==> config.mk <==
export PLATFORM = sky130hd
export DESIGN_NAME = mont_bench_scheduler
export DESIGN_NICKNAME = d
export VERILOG_FILES = /design/src/rtl/mont_bench_scheduler.sv
export SDC_FILE = /design/constraint.sdc
export NUM_CORES = 1
export LEC_CHECK = 0
export CORE_MARGIN = 10
export CORE_UTILIZATION = 45
export CTS_CLUSTER_DIAMETER = 60
export DETAILED_ROUTE_END_ITERATION = 8
export PLACE_DENSITY_LB_ADDON = 0.12
export SLEW_MARGIN = 15
export SYNTH_ARGS = -nofsm -noshare
export SYNTH_HDL_FRONTEND = slang
export SYNTH_SLANG_ARGS = --single-unit
==> constraint.sdc <==
create_clock -name clk -period 8.5 [get_ports clk]
set_input_delay 1.7 -clock clk [delete_from_list [all_inputs] [get_ports clk]]
set_output_delay 1.7 -clock clk [all_outputs]
set_load 0.03 [all_outputs]
==> src/rtl/mont_bench_scheduler.sv <==
// UART-command sequencer for the montgomery_unit benchmark: parses RUN, iterates a <= f(a)+1 N times, returns the result.
// Optional macro CYCLE_COUNT_EN appends a saturating 32-bit COMPUTE cycle count to the response.
module mont_bench_scheduler #(
  parameter int         MONT_LAT   = 1,
  parameter int         RX_TIMEOUT = 2700000,
  parameter logic [7:0] ERR_BYTE   = 8'hEE
) (
  input  logic        clk,
  input  logic        rst,
  input  logic [7:0]  rx_data,
  input  logic        rx_ready,
  output logic [7:0]  tx_data,
  output logic        tx_start,
  input  logic        tx_busy,
  output logic [31:0] mont_a_in,
  input  logic [31:0] mont_a_out,
  output logic        busy,
  output logic        done
);

  localparam logic [31:0] LAT = 32'(MONT_LAT);
  localparam logic [31:0] TMO = 32'(RX_TIMEOUT);
`ifdef CYCLE_COUNT_EN
  localparam logic [3:0]  RESP_BYTES = 4'd8;
`else
  localparam logic [3:0]  RESP_BYTES = 4'd4;
`endif

  typedef enum logic [2:0] {
    S_IDLE, S_RX_ARGS, S_COMPUTE, S_TX_SEND, S_TX_HOLD, S_TX_WAIT
  } state_t;

  state_t      r_state;
  logic [31:0] r_a;
  logic [31:0] r_n;
  logic [31:0] r_iter;
  logic [31:0] r_lat;
  logic [31:0] r_tmo;
  logic [3:0]  r_idx;
  logic        r_err;
  logic [7:0]  r_tx_data;
  logic        r_tx_start;
  logic        r_done;
  logic [31:0] w_word;
  logic [7:0]  w_byte;
  logic [3:0]  w_n_bytes;

`ifdef CYCLE_COUNT_EN
  logic [31:0] r_cyc;

  function automatic logic [31:0] sat_inc(input logic [31:0] v);
    return (v == 32'hFFFF_FFFF) ? v : v + 32'd1;
  endfunction
`endif

  // Response byte selection: result bytes first, then (optionally) count bytes, LSB first
  always_comb begin
    w_word = r_a;
`ifdef CYCLE_COUNT_EN
    if (r_idx[2]) w_word = r_cyc;
`endif
    w_byte    = r_err ? ERR_BYTE : w_word[{r_idx[1:0], 3'b000} +: 8];
    w_n_bytes = r_err ? 4'd1 : RESP_BYTES;
  end

  always_ff @(posedge clk or posedge rst) begin
    if (rst) begin
      r_state    <= S_IDLE;
      r_a        <= '0;
      r_n        <= '0;
      r_iter     <= '0;
      r_lat      <= '0;
      r_tmo      <= '0;
      r_idx      <= '0;
      r_err      <= 1'b0;
      r_tx_data  <= '0;
      r_tx_start <= 1'b0;
      r_done     <= 1'b0;
`ifdef CYCLE_COUNT_EN
      r_cyc      <= '0;
`endif
    end else begin
      r_tx_start <= 1'b0;
      r_done     <= 1'b0;
      case (r_state)
        S_IDLE: begin
          if (rx_ready) begin
            r_idx <= '0;
            if (rx_data == 8'h01) begin
              r_err   <= 1'b0;
              r_tmo   <= '0;
              r_state <= S_RX_ARGS;
            end else begin
              r_err     <= 1'b1;
              r_tx_data <= ERR_BYTE;
              r_state   <= S_TX_SEND;
            end
          end
        end
        S_RX_ARGS: begin
          if (rx_ready) begin
            r_tmo <= '0;
            if (!r_idx[2]) r_a[{r_idx[1:0], 3'b000} +: 8] <= rx_data;
            else           r_n[{r_idx[1:0], 3'b000} +: 8] <= rx_data;
            if (r_idx == 4'd7) begin
              r_iter  <= '0;
              r_lat   <= '0;
`ifdef CYCLE_COUNT_EN
              r_cyc   <= '0;
`endif
              r_state <= S_COMPUTE;
            end else begin
              r_idx <= r_idx + 4'd1;
            end
          end else if (r_tmo == TMO) begin
            r_state <= S_IDLE;
          end else begin
            r_tmo <= r_tmo + 32'd1;
          end
        end
        // The exit test comes first so N=0 leaves with the seed untouched and no cycles counted
        S_COMPUTE: begin
          if (r_iter == r_n) begin
            r_idx   <= '0;
            r_state <= S_TX_SEND;
          end else begin
`ifdef CYCLE_COUNT_EN
            r_cyc <= sat_inc(r_cyc);
`endif
            if (r_lat == LAT) begin
              r_a    <= mont_a_out + 32'd1;
              r_iter <= r_iter + 32'd1;
              r_lat  <= '0;
            end else begin
              r_lat <= r_lat + 32'd1;
            end
          end
        end
        S_TX_SEND: begin
          if (!tx_busy) begin
            r_tx_data  <= w_byte;
            r_tx_start <= 1'b1;
            r_idx      <= r_idx + 4'd1;
            r_state    <= S_TX_HOLD;
          end
        end
        // Guard cycle: the transmitter raises busy one cycle after the start strobe
        S_TX_HOLD: r_state <= S_TX_WAIT;
        S_TX_WAIT: begin
          if (!tx_busy) begin
            if (r_idx == w_n_bytes) begin
              r_done  <= 1'b1;
              r_state <= S_IDLE;
            end else begin
              r_state <= S_TX_SEND;
            end
          end
        end
        default: r_state <= S_IDLE;
      endcase
    end
  end

  assign tx_data   = r_tx_data;
  assign tx_start  = r_tx_start;
  assign mont_a_in = r_a;
  assign busy      = (r_state != S_IDLE);
  assign done      = r_done;

endmodule
* Word level (Yosys, flattened, before mapping) *
Index checks and enable logic that the tools add are counted.

storage, ports and cells
  word-level logic and storage cells = 109
  flip-flop bits (word level) = 178

operators by class
  reduce and logical (&&, ||, !) cells = 15
  shift operators = 3
  add/sub/neg operators = 6
  equality and inequality tests = 26
  multiplexer cells = 48

operators with widths
  kind                                                                     count
  32-bit 2-to-1 mux                                                        14
  32-bit one-hot mux with 2 select lines                                   4
  32-bit by 1-bit adder with 32-bit output, second input constant          4
  32-bit bitwise mux                                                       2
  32-bit by 1-bit equality test with 1-bit output, second input constant   1
  32-bit by 22-bit equality test with 1-bit output, second input constant  1
  32-bit equality test                                                     1
  8-bit 2-to-1 mux                                                         4
  8-bit by 7-bit variable shift with 32-bit output, first input constant   1
  32-bit by 6-bit indexed part select with 8-bit output                    1
  8-bit by 7-bit indexed part select with 32-bit output                    1
  3-bit 2-to-1 mux                                                         8
  2-bit != test, second input constant                                     12
  4-bit 2-to-1 mux                                                         5
  3-bit one-hot mux with 6 select lines                                    1
  4-bit one-hot mux with 4 select lines                                    1
  8-bit one-hot mux with 2 select lines                                    1
  4-bit AND reduction                                                      3
  6-bit AND reduction                                                      2
  5-bit AND reduction                                                      2
  3-bit != test, second input constant                                     3
  8-bit by 1-bit equality test with 1-bit output, second input constant    1
  5-bit negation with 7-bit output                                         1
  3-bit by 2-bit equality test with 1-bit output, second input constant    2
  other kinds (13)                                                         22

* Depth between registers and ports, before layout *
Gate-level depths: netlist (run 1).

  depth in word-level cells = 6
  depth in mapped cells = 10
  depth with buffers taken out = 8

* Worst setup path before layout (run 1) *
Ideal clock, no wire load.

  path kind = input-to-reg
  start = input rx_data[4]
  end = register r_tmo[15]
  arrival = 3,467 ps
  stages = 8
  required time = 8,422 ps
  library setup time = 78 ps
  path buffers = 2
  setup slack = 4,955 ps
  cell sequence = buf_2 > nor4_1 > a31oi_1 > nor2_4 > a21oi_1 > buf_2 > or4_1 > a21oi_1

on the way
  cells in the longest elaborated chain, start to end = 3

RTL lines
  what                                            line  text
  start: declaration                              10    input logic [7:0] rx_data,
  8-bit by 1-bit equality test with 1-bit output  89    if (rx_data == 8'h01) begin
  2-bit != test (no line)                         n/a
  4-bit AND reduction (no line)                   n/a
  end signal: assignment                          118   r_tmo <= r_tmo + 32'd1;
  end: declaration                                38    logic [31:0] r_tmo;

Every way passes these cells.
A chain may end at the register's enable or synchronous reset.

* Worst setup path after layout (run 1) *
  start = input rx_data[4]
  end = register r_tmo[8]

Same word-level chain as after synthesis.

==> impl_table.tex, run 1 <==
\begin{tabular}{lr}
\hline
Metric & Value \\
\hline
\multicolumn{2}{l}{\textbf{Run status}} \\
Outcome & completed \\
\multicolumn{2}{l}{\textbf{Synth}} \\
Part of the Yosys area used for sequential elements & 0.413 \\
Area share of the largest cell type after synthesis & 0.413 \\
Number of synthesized flops with an enable pin & 0 \\
Synthesis Warnings & 0 \\
Number of standard cells after synthesis & 1188 \\
Number of synthesized register bits & 178 \\
Mean instance size in the synthesized netlist & 9.08 µm² \\
Number of distinct library cells after synthesis & 74 \\
Proportion of register bits with asynchronous set or reset after synthesis & 1.00 \\
Syn nets & 1242 \\
Cell Area, Synth & 10800 µm² \\
Area leader, netlist & sky130\_fd\_sc\_hd\_\_dfrtp\_1 \\
Ys flop type & sky130\_fd\_sc\_hd\_\_dfrtp\_1 \\
Leading post-synthesis cells by cell area & sky130\_fd\_sc\_hd\_\_dfrtp\_1 41\%, sky130\_fd\_sc\_hd\_\_nand2\_1 5.5\%, sky130\_fd\_sc\_hd\_\_o21ai\_0 4.2\% \\
\multicolumn{2}{l}{\textbf{Pwr}} \\
Internal Power & 0.00193 W \\
Leak & 5.01 nW \\
Clk network pwr share & 0.270 \\
Worst supply voltage drop on vdd & 0.156 mV \\
Proportion of power drawn by flip-flops and latches & 0.352 \\
Combinational share of power & 0.379 \\
Switching power of the nets & 0.00129 W \\
Switching power share of the total & 0.402 \\
Pwr per Cell Area & 259 nW/µm² \\
\multicolumn{2}{l}{\textbf{Clock tree}} \\
H-tree lvl count & 4 \\
Clock tree from TritonCTS & done \\
Post-CTS setup buffer count & 0 \\
Post-cts resize count & 0 \\
Post-CTS clock slew at the launch and capture registers of the worst setup and hold paths & 70 ps \\
Number of buffers created by CTS & 17 \\
Number of buffers inserted by hold repair at cts & 0 \\
Clock Sinks & 178 \\
Root buf cell & sky130\_fd\_sc\_hd\_\_clkbuf\_16 \\
Max Root-Sink Buffers & 2 \\
Insertion delay of the later-clocked pin in the worst-skew pair & 440 ps \\
\multicolumn{2}{l}{\textbf{Final layout}} \\
Net count reported at finish & 1282 \\
Antenna diodes & 0 \\
Fraction of layout cells with a size suffix above 1 & 0.0919 \\
Cell Count, Final, Fillers Out & 1560 \\
Fin util & 0.528 \\
Area overhead of the layout relative to synthesis & 15.2\% \\
\multicolumn{2}{l}{\textbf{Worst hold path}} \\
Hold-critical path endpoint & r\_n[10] \\
Kind of path behind the tightest hold check & flop to flop \\
Origin of the worst min-delay path & r\_n[10] \\
Hold-critical path depth & 2 \\
\multicolumn{2}{l}{\textbf{Place}} \\
Placed instance count & 1528 \\
Number of port buffers & 86 \\
Sum of net half-perimeters after detailed placement & 21500 µm \\
Global placement routability congestion & 0.883 \\
\multicolumn{2}{l}{\textbf{GRT}} \\
First-pass GRT wire length & 50200 µm \\
Number of global-route vias before repair & 8995 \\
Maximum number of pins on one net before global-route repair & 104 \\
Number of antenna violations at the first check in global routing & 0 \\
Remaining global-route overflow & 0 \\
Total global-route track usage & 0.199 \\
\multicolumn{2}{l}{\textbf{Routing}} \\
Vias & 9368 \\
Antenna viol nets, final & 0 \\
WL final & 30700 µm \\
Per-cell routed wire length & 19.7 µm \\
Vias per inst & 6.01 \\
Total iterations of the first detailed-routing run & 6 \\
Residual DRC count & 0 \\
Initial DRC Count & 982 \\
\multicolumn{2}{l}{\textbf{Timing}} \\
Setup TNS & 0 ps \\
Slew at the pin with the worst max-slew slack & 1180 ps \\
Setup repair after global routing missed its margin & no \\
Number of setup violations in the final report & 0 \\
Final-report max-slew violation count & 0 \\
Share of the clock period used by the worst path after layout & 0.538 \\
Final hold vios & 0 \\
Relative slew margins & 0.200 \\
Fin Clk Skew & 16.4 ps \\
Post-layout min period & 4570 ps \\
Maximum achievable frequency & 219 MHz \\
\multicolumn{2}{l}{\textbf{Floorplanning}} \\
Vertical extent of the die & 175 µm \\
Die span in x & 175 µm \\
FP Rows & 56 \\
Die footprint & 30600 µm² \\
\# IOs & 87 \\
Effective utilization at floorplan & 0.458 \\
Core Footprint & 23500 µm² \\
\multicolumn{2}{l}{\textbf{Critical path}} \\
Number of buffers and inverters on the critical path & 2 \\
Cell at the slowest stage of the critical path & sky130\_fd\_sc\_hd\_\_nor4\_1 \\
Startpoint types & input port \\
Slowest cell delay on critical path & 730 ps \\
Reg2Reg Launch Point & r\_idx[0] \\
Critical path class & input port to flop \\
Worst Path Required & 8850 ps \\
R2r endpoint & mont\_a\_in[20] \\
Worst Path Max Fanout & 40 \\
Register-to-register setup slack & 5020 ps \\
CP endpoint kind & flop \\
Arrival time at the worst endpoint & 4920 ps \\
CP Cell Sequence & clkdlybuf4s50\_1 > nor4\_1 > a31oi\_1 > nor2\_4 > a21oi\_2 > buf\_4 > or4\_1 > a21oi\_1 \\
Largest delay contributor family on the critical path & simple AND/OR/NAND/NOR gates \\
Worst-case reg-to-reg path depth & 7 \\
\multicolumn{2}{l}{\textbf{Flow run}} \\
Number of max-capacitance violations reported & 0 \\
\hline
\end{tabular}
[per-layer routing]
metal | share of wire | vias up | GRT usage | wire [µm]
met5 | 0 | - | 0 | 0
met4 | 0.012 | 0 | 0.0449 | 382
met3 | 0.052 | 29 | 0.0444 | 1600
met2 | 0.46 | 226 | 0.310 | 14200
met1 | 0.47 | 4622 | 0.277 | 14600
li1 | - | 4491 | - | -
[cells in the mapped netlist, types with 3 or more instances]
cell	instances
sky130_fd_sc_hd__a32oi_1	3
sky130_fd_sc_hd__nand3_1	56
sky130_fd_sc_hd__nand4b_1	5
sky130_fd_sc_hd__or3_1	16
sky130_fd_sc_hd__xor2_1	44
sky130_fd_sc_hd__or4_1	34
sky130_fd_sc_hd__and3_1	32
sky130_fd_sc_hd__or4_4	7
sky130_fd_sc_hd__buf_6	4
sky130_fd_sc_hd__nand2_1	157
sky130_fd_sc_hd__nor4_1	33
sky130_fd_sc_hd__mux2_2	24
sky130_fd_sc_hd__and4_1	17
sky130_fd_sc_hd__and2_1	10
sky130_fd_sc_hd__buf_2	18
sky130_fd_sc_hd__nand2b_1	6
sky130_fd_sc_hd__nor2_1	54
sky130_fd_sc_hd__inv_1	20
sky130_fd_sc_hd__o21ai_0	90
sky130_fd_sc_hd__xnor2_1	25
sky130_fd_sc_hd__o31ai_1	35
sky130_fd_sc_hd__or2_2	8
sky130_fd_sc_hd__o311ai_0	3
sky130_fd_sc_hd__o41ai_1	7
sky130_fd_sc_hd__a21oi_2	8
sky130_fd_sc_hd__clkbuf_1	44
sky130_fd_sc_hd__mux4_2	8
sky130_fd_sc_hd__o211ai_1	3
sky130_fd_sc_hd__nor3_1	26
sky130_fd_sc_hd__o211ai_2	4
sky130_fd_sc_hd__mux2i_1	10
sky130_fd_sc_hd__mux2_1	7
sky130_fd_sc_hd__a21oi_1	63
sky130_fd_sc_hd__buf_1	5
sky130_fd_sc_hd__a21o_1	4
sky130_fd_sc_hd__nand4_1	30
sky130_fd_sc_hd__a22o_1	12
sky130_fd_sc_hd__nor4b_1	6
sky130_fd_sc_hd__nand3b_1	6
sky130_fd_sc_hd__ha_1	10
sky130_fd_sc_hd__a31oi_1	12
sky130_fd_sc_hd__dfrtp_1	178
sky130_fd_sc_hd__nor3b_1	4
[power by group through the flow]
| stage | registers [W] | clock network, W | logic (W) |
|---|---|---|---|
| 6_report | 0.00113 | 0.000868 | 0.00122 |
| 5_1_grt | 0.00115 | 0.000916 | 0.00133 |
| 3_5_place_dp | 0.00114 | 0 | 0.00122 |
| 4_1_cts | 0.00113 | 0.000877 | 0.00123 |
| 3_3_place_gp | 0.00114 | 0 | 0.00121 |
| 2_1_floorplan | 0.00115 | 0 | 0.000818 |
[cell usage in the layout, fill, tap and decap left out, types with 7 or more instances in the layout]
master,synthesis,routed
sky130_fd_sc_hd__dfrtp_1,178,178
sky130_fd_sc_hd__nand2_1,157,157
sky130_fd_sc_hd__o21ai_0,90,90
sky130_fd_sc_hd__clkdlybuf4s50_1,0,86
sky130_fd_sc_hd__a21oi_1,63,62
sky130_fd_sc_hd__nand3_1,56,56
sky130_fd_sc_hd__nor2_1,54,54
sky130_fd_sc_hd__xor2_1,44,44
sky130_fd_sc_hd__o31ai_1,35,35
sky130_fd_sc_hd__or4_1,34,34
sky130_fd_sc_hd__nor4_1,33,33
sky130_fd_sc_hd__and3_1,32,32
sky130_fd_sc_hd__nand4_1,30,30
sky130_fd_sc_hd__nor3_1,26,25
sky130_fd_sc_hd__xnor2_1,25,25
sky130_fd_sc_hd__mux2_2,24,24
sky130_fd_sc_hd__inv_1,20,19
sky130_fd_sc_hd__and4_1,17,17
sky130_fd_sc_hd__clkbuf_16,0,17
sky130_fd_sc_hd__or3_1,16,16
sky130_fd_sc_hd__a22o_1,12,12
sky130_fd_sc_hd__a31oi_1,12,12
sky130_fd_sc_hd__and2_1,10,10
sky130_fd_sc_hd__mux2i_1,10,10
sky130_fd_sc_hd__ha_1,10,10
sky130_fd_sc_hd__a21oi_2,8,9
sky130_fd_sc_hd__buf_4,2,9
sky130_fd_sc_hd__or2_2,8,8
sky130_fd_sc_hd__mux4_2,8,8
sky130_fd_sc_hd__o41ai_1,7,7
sky130_fd_sc_hd__mux2_1,7,7
sky130_fd_sc_hd__or4_4,7,7
[through the flow]
| stage | hold WS (ps) | cell area (µm²) | setup slack (ps) | power [W] |
|---|---|---|---|---|
| floorplan | 469 | 10800 | 1970 | 0.00197 |
| global placement | 483 | 11800 | 3580 | 0.00235 |
| detailed placement | 492 | 11800 | 3470 | 0.00236 |
| CTS | 506 | 12400 | 3900 | 0.00323 |
| global route | 516 | 12400 | 3680 | 0.00340 |
| finish | 499 | 12400 | 3930 | 0.00322 |
[how the worst max path moves through the flow]
stage,end,from,depth (start not counted)
2_1_floorplan,done,rst,1
3_3_place_gp,r_tmo[11],rx_data[5],8
3_5_place_dp,r_tmo[11],rx_data[4],8
4_1_cts,r_tmo[8],rx_data[4],8
5_1_grt,r_tmo[19],rx_data[4],8
6_report,r_tmo[8],rx_data[4],8
[registers in the layout, indices dropped and copies added, names as in the netlist]
| signal | cells |
|---|---|
| done | 1 |
| mont_a_in | 32 |
| r_err | 1 |
| r_idx | 4 |
| r_iter | 32 |
| r_lat | 32 |
| r_n | 32 |
| r_state | 3 |
| r_tmo | 32 |
| tx_data | 8 |
| tx_start | 1 |
[worst reg2reg max path: cells and delay by family, from the launching register on]
kind	cells	cell delay, ps
simple gates	3	1460
flops	1	900
fa+ha+maj	1	450
buf+inv	1	250
mux	1	210
compound gates	1	150
[cell families (layout without fill, tap and decap cells)]
group / count (synthesis) / count (layout) / synth area share
buf+inv: 94 / 147 / 0.0384
flops: 178 / 178 / 0.413
compound gates: 265 / 265 / 0.157
fa+ha+maj: 10 / 10 / 0.0116
mux: 49 / 49 / 0.0583
xor+xnor: 69 / 69 / 0.0560
simple gates: 523 / 523 / 0.266
[cell type report]
type                    instances  area [µm²]
fillers                      2208       11100
flip-flops and latches        178        4450
multi-input cells             916        5930
clock buffers                  21         460
repair buffers                 95         928
inverters                      20        80.1
clock inverters                11         175
well taps                     319         399
Power figures use the tool's default switching activity.
==> run 2: changes to the inputs <==
==> constraint.sdc (replaced) <==
create_clock -name clk -period 4.2 [get_ports clk]
set_input_delay 0.84 -clock clk [delete_from_list [all_inputs] [get_ports clk]]
set_output_delay 0.84 -clock clk [all_outputs]
set_load 0.03 [all_outputs]
==> run 2 against run 1 <==
Effect of this change:
- sequential power increased by 98%
- first-iteration DRC count decreased by 17%
- die area unchanged
- combinational power increased by 110%
- largest power group unchanged
- worst hold slack about the same
- critical path depth decreased by 2
- clock-buffer cell count decreased by 1
- final cell count increased by 1.3%
- final area increased by 0.67%
- clock skew decreased by 2.8 ps
- setup slack got worse by 2900 ps
==> impl_table.tex, run 2 (synthesized netlist as in run 1, its figures left out) <==
\begin{tabular}{lr}
\hline
Metric & Value \\
\hline
\multicolumn{2}{l}{\textbf{GRT}} \\
Total global-route track usage & 0.202 (+0.00317) \\
Number of global-route vias before repair & 9160 (+1.8\%) \\
Maximum number of pins on one net before global-route repair & 106 (+1.9\%) \\
Number of antenna violations at the first check in global routing & 0 (unchanged) \\
Remaining global-route overflow & 0 (unchanged) \\
First-pass GRT wire length & 50600 µm (+0.79\%) \\
\multicolumn{2}{l}{\textbf{Final layout}} \\
Multi-input gate area & 5940 µm² (+0.13\%) \\
Commonest cells after routing, fill and taps aside & 178 x sky130\_fd\_sc\_hd\_\_dfrtp\_1, 157 x sky130\_fd\_sc\_hd\_\_nand2\_1, 90 x sky130\_fd\_sc\_hd\_\_o21ai\_0, 86 x sky130\_fd\_sc\_hd\_\_clkdlybuf4s50\_1, 62 x sky130\_fd\_sc\_hd\_\_a21oi\_1 \\
Fin util & 0.531 (+0.00356) \\
Area overhead of the layout relative to synthesis & 16.0\% \\
Antenna diodes & 0 (unchanged) \\
Fraction of layout cells with a size suffix above 1 & 0.106 (+0.0144) \\
Leading cell type in the layout, fill and taps excluded & sky130\_fd\_sc\_hd\_\_dfrtp\_1 \\
Post-layout instance area & 12500 µm² (+0.67\%) \\
Sequential standard cell area & 4450 µm² (unchanged) \\
Number of filler cells placed in the layout & 2236 (+1.3\%) \\
Net count reported at finish & 1303 (+1.6\%) \\
\multicolumn{2}{l}{\textbf{Critical path}} \\
Critical path class & flop to flop \\
Worst-case reg-to-reg path depth & 6 (-1) \\
CP endpoint kind & flop \\
Worst Path Max Fanout & 40 (unchanged) \\
Stages on the worst setup path & 6 (-2) \\
Worst Path Required & 4530 ps (-4320 ps) \\
Cell at the slowest stage of the critical path & sky130\_fd\_sc\_hd\_\_or3b\_1 \\
Largest delay contributor family on the critical path & simple AND/OR/NAND/NOR gates \\
Slowest cell delay on critical path & 720 ps (about the same) \\
Number of buffers and inverters on the critical path & 1 (-1) \\
Arrival time at the worst endpoint & 3530 ps (-1390 ps) \\
Startpoint types & flop \\
CP Cell Sequence & or3b\_1 > a21oi\_1 > nand2b\_4 > nor2\_2 > buf\_4 > nor4\_1 \\
\multicolumn{2}{l}{\textbf{Timing}} \\
Maximum achievable frequency & 312 MHz \\
Relative slew margins & 0.335 (+0.135) \\
Share of the clock period used by the worst path after layout & 0.762 \\
Post-layout min period & 3200 ps \\
Setup repair after global routing missed its margin & no \\
Final hold vios & 0 (unchanged) \\
Worst hold-check slack & 500 ps (+0.260 ps) \\
Number of setup violations in the final report & 0 (unchanged) \\
Setup TNS & 0 ps (unchanged) \\
Fin Clk Skew & 13.6 ps (-2.78 ps) \\
PnR worst setup slack & 998 ps (-2930 ps) \\
Final-report max-slew violation count & 0 (unchanged) \\
Slew at the pin with the worst max-slew slack & 993 ps (-191 ps) \\
\multicolumn{2}{l}{\textbf{Pwr}} \\
Leak & 5.06 nW (+1.1\%) \\
Pwr per Cell Area & 506 nW/µm² (+95\%) \\
Worst supply voltage drop on vdd & 0.411 mV (+160\%) \\
\multicolumn{2}{l}{\textbf{Place}} \\
Number of port buffers & 86 (unchanged) \\
Sum of net half-perimeters after detailed placement & 21700 µm (+0.60\%) \\
Global placement routability congestion & 0.867 (-1.8\%) \\
Setup slack at placement & 798 ps (-2670 ps) \\
Placement-stage cell area & 12000 µm² (+1.5\%) \\
\multicolumn{2}{l}{\textbf{Routing}} \\
Antenna viol nets, final & 0 (unchanged) \\
Total iterations of the first detailed-routing run & 5 (-1) \\
Per-cell routed wire length & 19.7 µm (-0.21\%) \\
WL final & 31100 µm (+1.1\%) \\
Residual DRC count & 0 (unchanged) \\
Vias & 9396 (+0.30\%) \\
Vias per inst & 5.95 (-0.97\%) \\
Initial DRC Count & 816 (-17\%) \\
\multicolumn{2}{l}{\textbf{Floorplanning}} \\
FP Rows & 56 (unchanged) \\
\# IOs & 87 (unchanged) \\
Effective utilization at floorplan & 0.458 (unchanged) \\
Vertical extent of the die & 175 µm (unchanged) \\
Die footprint & 30600 µm² (unchanged) \\
Core Footprint & 23500 µm² (unchanged) \\
Die span in x & 175 µm (unchanged) \\
\multicolumn{2}{l}{\textbf{Worst hold path}} \\
Hold-critical path depth & 2 (unchanged) \\
Kind of path behind the tightest hold check & flop to flop \\
\multicolumn{2}{l}{\textbf{Clock tree}} \\
Insertion delay of the later-clocked pin in the worst-skew pair & 430 ps (about the same) \\
H-tree lvl count & 4 (unchanged) \\
Root buf cell & sky130\_fd\_sc\_hd\_\_clkbuf\_16 \\
Number of buffers created by CTS & 17 (unchanged) \\
Clock tree from TritonCTS & done \\
Max Root-Sink Buffers & 2 (unchanged) \\
Clock Sinks & 178 (unchanged) \\
Number of buffers inserted by hold repair at cts & 0 (unchanged) \\
Post-CTS setup buffer count & 0 (unchanged) \\
Post-cts resize count & 0 (unchanged) \\
Post-CTS clock slew at the launch and capture registers of the worst setup and hold paths & 70 ps (about the same) \\
\multicolumn{2}{l}{\textbf{Run status}} \\
Outcome & completed \\
\multicolumn{2}{l}{\textbf{Flow run}} \\
Number of max-capacitance violations reported & 0 (unchanged) \\
\hline
\end{tabular}
## run 2: changes by cell type in the layout (fill, tap and decap cells not counted), moves of 2 or more
| cell | previous run | this run |
|---|---|---|
| sky130_fd_sc_hd__bufinv_16 | 4 | 0 |
| sky130_fd_sc_hd__clkinvlp_4 | 2 | 5 |
| sky130_fd_sc_hd__buf_12 | 0 | 2 |
| sky130_fd_sc_hd__buf_4 | 9 | 28 |
## run 2: worst min-delay path: cells and delay by family (launching register included)
family           cells  cell delay [ps]
flip-flops           1              360
AO/OA/AOI/OAI        1               60
AND/OR/NAND/NOR      1               50
## run 2: power breakdown
group / internal [W] / leakage [nW] / switching (W)
clock: 0.000775 / 0.249 / 0.000720
combinational: 0.000972 / 2.40 / 0.00162
sequential: 0.00194 / 2.41 / 0.000302
total: 0.00369 / 5.06 / 0.00264
## run 2: routing by layer
| metal | global-route usage | part of all wire | up-vias |
|---|---|---|---|
| met5 | 0 | 0 | - |
| met4 | 0.0565 | 0.020 | 0 |
| met3 | 0.0453 | 0.051 | 36 |
| met2 | 0.322 | 0.46 | 233 |
| met1 | 0.271 | 0.46 | 4589 |
| li1 | - | - | 4538 |
## run 2: final timing paths
kind	start	to	slack, ps
setup / recovery	r_state[0]	r_lat[5]	1000
hold / removal	r_n[26]	r_n[26]	500
setup reg to reg	r_state[0]	r_lat[5]	1000
hold reg to reg	r_n[26]	r_n[26]	500
max in group asynchronous	rst	r_lat[31]	2820
min in group asynchronous	rst	r_tmo[19]	880
## run 2: metrics by stage
stage,instances,power (W)
2_1_floorplan,1188,0.00399
3_3_place_gp,1549,0.00481
3_5_place_dp,1549,0.00484
4_1_cts,1580,0.00636
5_1_grt,1580,0.00669
6_report,1580,0.00633
## run 2: cell type report
type | instances | share of cell area
Clock buffer | 20 | 0.0357
Clock inverter | 11 | 0.00670
Inverter | 20 | 0.00630
Multi-Input combinational cell | 916 | 0.475
Sequential cell | 178 | 0.356
Tap cell | 319 | 0.0319
Timing Repair Buffer | 116 | 0.0888
==> run 3: changes to the inputs <==
==> constraint.sdc (replaced) <==
create_clock -name clk -period 2.7 [get_ports clk]
set_input_delay 0.54 -clock clk [delete_from_list [all_inputs] [get_ports clk]]
set_output_delay 0.54 -clock clk [all_outputs]
set_load 0.03 [all_outputs]
==> run 3 against run 2 <==
Effect of this change:
- routed wire length up 2.9%
- final area up 7.2%
- largest cell class unchanged
- combinational power up 83%
- die area unchanged
- clock-buffer cell count down 2
- critical path type is now input port to flop
- first-iteration DRC count down 5.3%
- non-clock buffer count up 96
- via count up 5.3%
- clock power up 72%
- clock skew up 1.9 ps
- core utilization up 3.8 points
==> impl_table.tex, run 3 (synthesized netlist as in run 1, its figures left out) <==
\begin{tabular}{lr}
\hline
Metric & Value \\
\hline
\multicolumn{2}{l}{\textbf{Timing}} \\
Relative slew margins & 0.357 (+0.0212) \\
Share of the clock period used by the worst path after layout & 0.967 \\
Post-layout min period & 2610 ps \\
Worst hold-check slack & 500 ps (+0.642 ps) \\
PnR worst setup slack & 90.4 ps (-907 ps) \\
Number of setup violations in the final report & 0 (unchanged) \\
Final-report max-slew violation count & 0 (unchanged) \\
Fin Clk Skew & 15.6 ps (+1.94 ps) \\
Setup repair after global routing missed its margin & yes \\
Maximum achievable frequency & 383 MHz \\
Final hold vios & 0 (unchanged) \\
Slew at the pin with the worst max-slew slack & 962 ps (-31.8 ps) \\
\multicolumn{2}{l}{\textbf{Critical path}} \\
Critical path class & input port to flop \\
Startpoint types & input port \\
Worst Path Max Fanout & 15 (-63\%) \\
Reg2Reg Launch Point & r\_iter[20] \\
Arrival time at the worst endpoint & 2980 ps (-550 ps) \\
Register-to-register setup slack & 90 ps (-910 ps) \\
Slowest cell delay on critical path & 560 ps (-160 ps) \\
Worst-case reg-to-reg path depth & 7 (+1) \\
R2r endpoint & r\_lat[5] \\
CP endpoint kind & flop \\
CP Cell Sequence & clkdlybuf4s50\_1 > nor4\_1 > buf\_4 > a31oi\_1 > nor2\_4 > a21oi\_2 > or4\_1 > a21oi\_1 \\
Worst Path Required & 3070 ps (-1460 ps) \\
Cell at the slowest stage of the critical path & sky130\_fd\_sc\_hd\_\_nor4\_1 \\
\multicolumn{2}{l}{\textbf{GRT}} \\
Total global-route track usage & 0.205 (+0.00266) \\
First-pass GRT wire length & 51500 µm (+1.8\%) \\
Maximum number of pins on one net before global-route repair & 102 (-3.8\%) \\
Remaining global-route overflow & 0 (unchanged) \\
Number of global-route vias before repair & 9641 (+5.3\%) \\
Number of antenna violations at the first check in global routing & 0 (unchanged) \\
\multicolumn{2}{l}{\textbf{Worst hold path}} \\
Hold-critical path depth & 2 (unchanged) \\
Origin of the worst min-delay path & r\_n[29] \\
Hold-critical path endpoint & r\_n[29] \\
Kind of path behind the tightest hold check & flop to flop \\
\multicolumn{2}{l}{\textbf{Clock tree}} \\
Post-CTS clock slew at the launch and capture registers of the worst setup and hold paths & 80 ps (about the same) \\
H-tree lvl count & 4 (unchanged) \\
Clock tree from TritonCTS & done \\
Max Root-Sink Buffers & 2 (unchanged) \\
Root buf cell & sky130\_fd\_sc\_hd\_\_clkbuf\_16 \\
Clock Sinks & 178 (unchanged) \\
Insertion delay of the later-clocked pin in the worst-skew pair & 450 ps (+20 ps) \\
Number of buffers created by CTS & 17 (unchanged) \\
Number of buffers inserted by hold repair at cts & 0 (unchanged) \\
\multicolumn{2}{l}{\textbf{Pwr}} \\
Leak & 5.61 nW (+11\%) \\
Pwr per Cell Area & 799 nW/µm² (+58\%) \\
Worst supply voltage drop on vdd & 0.488 mV (+19\%) \\
\multicolumn{2}{l}{\textbf{Final layout}} \\
Commonest cells after routing, fill and taps aside & 178 x sky130\_fd\_sc\_hd\_\_dfrtp\_1, 157 x sky130\_fd\_sc\_hd\_\_nand2\_1, 120 x sky130\_fd\_sc\_hd\_\_buf\_4, 90 x sky130\_fd\_sc\_hd\_\_o21ai\_0, 85 x sky130\_fd\_sc\_hd\_\_clkdlybuf4s50\_1 \\
Net count reported at finish & 1400 (+7.4\%) \\
Fraction of layout cells with a size suffix above 1 & 0.174 (+0.0674) \\
Area overhead of the layout relative to synthesis & 24.3\% \\
Fin util & 0.570 (+0.0382) \\
Leading cell type in the layout, fill and taps excluded & sky130\_fd\_sc\_hd\_\_dfrtp\_1 \\
Antenna diodes & 0 (unchanged) \\
\multicolumn{2}{l}{\textbf{Flow run}} \\
Number of max-capacitance violations reported & 0 (unchanged) \\
\multicolumn{2}{l}{\textbf{Floorplanning}} \\
Vertical extent of the die & 175 µm (unchanged) \\
Core Footprint & 23500 µm² (unchanged) \\
\# IOs & 87 (unchanged) \\
Die footprint & 30600 µm² (unchanged) \\
Effective utilization at floorplan & 0.458 (unchanged) \\
Die span in x & 175 µm (unchanged) \\
FP Rows & 56 (unchanged) \\
\multicolumn{2}{l}{\textbf{Run status}} \\
Outcome & completed \\
\multicolumn{2}{l}{\textbf{Routing}} \\
Initial DRC Count & 773 (-5.3\%) \\
Total iterations of the first detailed-routing run & 5 (unchanged) \\
Vias per inst & 5.90 (-0.82\%) \\
Vias & 9897 (+5.3\%) \\
Antenna viol nets, final & 0 (unchanged) \\
Residual DRC count & 0 (unchanged) \\
Per-cell routed wire length & 19.0 µm (-3.1\%) \\
WL final & 32000 µm (+2.9\%) \\
\multicolumn{2}{l}{\textbf{Place}} \\
Global placement routability congestion & 0.845 (-2.6\%) \\
Number of port buffers & 86 (unchanged) \\
Setup slack at placement & -290 ps (-1090 ps) \\
Sum of net half-perimeters after detailed placement & 22600 µm (+4.2\%) \\
\hline
\end{tabular}
==> run 3: worst max path at each step <==
| stage | startpoint | end | slack [ps] | cells past startpoint |
|---|---|---|---|---|
| after global placement | rx_data[0] | r_tmo[20] | -460 | 9 |
| final | rx_data[4] | r_tmo[23] | 90 | 8 |
| after CTS | r_tmo[14] | r_tmo[31] | 20 | 7 |
| after global routing | r_iter[20] | r_lat[5] | -30 | 7 |
| after floorplan | rst | done | -120 | 1 |
| after detailed placement | rx_data[4] | r_tmo[14] | -290 | 9 |
==> run 3: metal layers <==
| layer | vias up | global-route usage | wire length [µm] |
|---|---|---|---|
| li1 | 4729 | - | - |
| met1 | 4862 | 0.276 | 15000 |
| met2 | 262 | 0.324 | 14800 |
| met3 | 44 | 0.0442 | 1580 |
| met4 | 0 | 0.0597 | 635 |
| met5 | - | 0 | 0 |
==> run 3: stage by stage <==
stage / area (µm²) / setup TNS (ps) / total power (W) / cells
global route: 13400 / -36.5 / 0.0113 / 1678
detailed placement: 12700 / -4560 / 0.00798 / 1642
global placement: 12700 / -8180 / 0.00794 / 1642
finish: 13400 / 0 / 0.0107 / 1678
floorplan: 10800 / -21470 / 0.00621 / 1188
CTS: 13300 / 0 / 0.0106 / 1674
==> run 3: critical path: cells and delay by family <==
| kind | cells | cell delay, ps |
|---|---|---|
| AND/OR/NAND/NOR | 3 | 1330 |
| buffers and inverters | 2 | 640 |
| AO/OA/AOI/OAI | 3 | 460 |
==> run 3: repair_timing <==
action                                  CTS  global route
gates resized for setup                   1             8
cloned                                    0             1
setup buffers                             0             3
endpoints found under the setup margin    1            84
pin swaps                                 0             2
hold endpoints to repair                  0             0
==> run 3: report_power, final <==
group / internal, W / switching [W]
clock network: 0.00135 / 0.00122
registers: 0.00302 / 0.000372
logic: 0.00197 / 0.00278
total: 0.00634 / 0.00437
==> run 3: cell type report <==
type,instances,area (µm²)
Clock buffer,18,439
Multi-Input combinational cell,917,6000
Fill cell,2142,10100
Inverter,20,78.8
Sequential cell,178,4450
Tap cell,319,399
Clock inverter,14,160
Timing Repair Buffer,212,1880
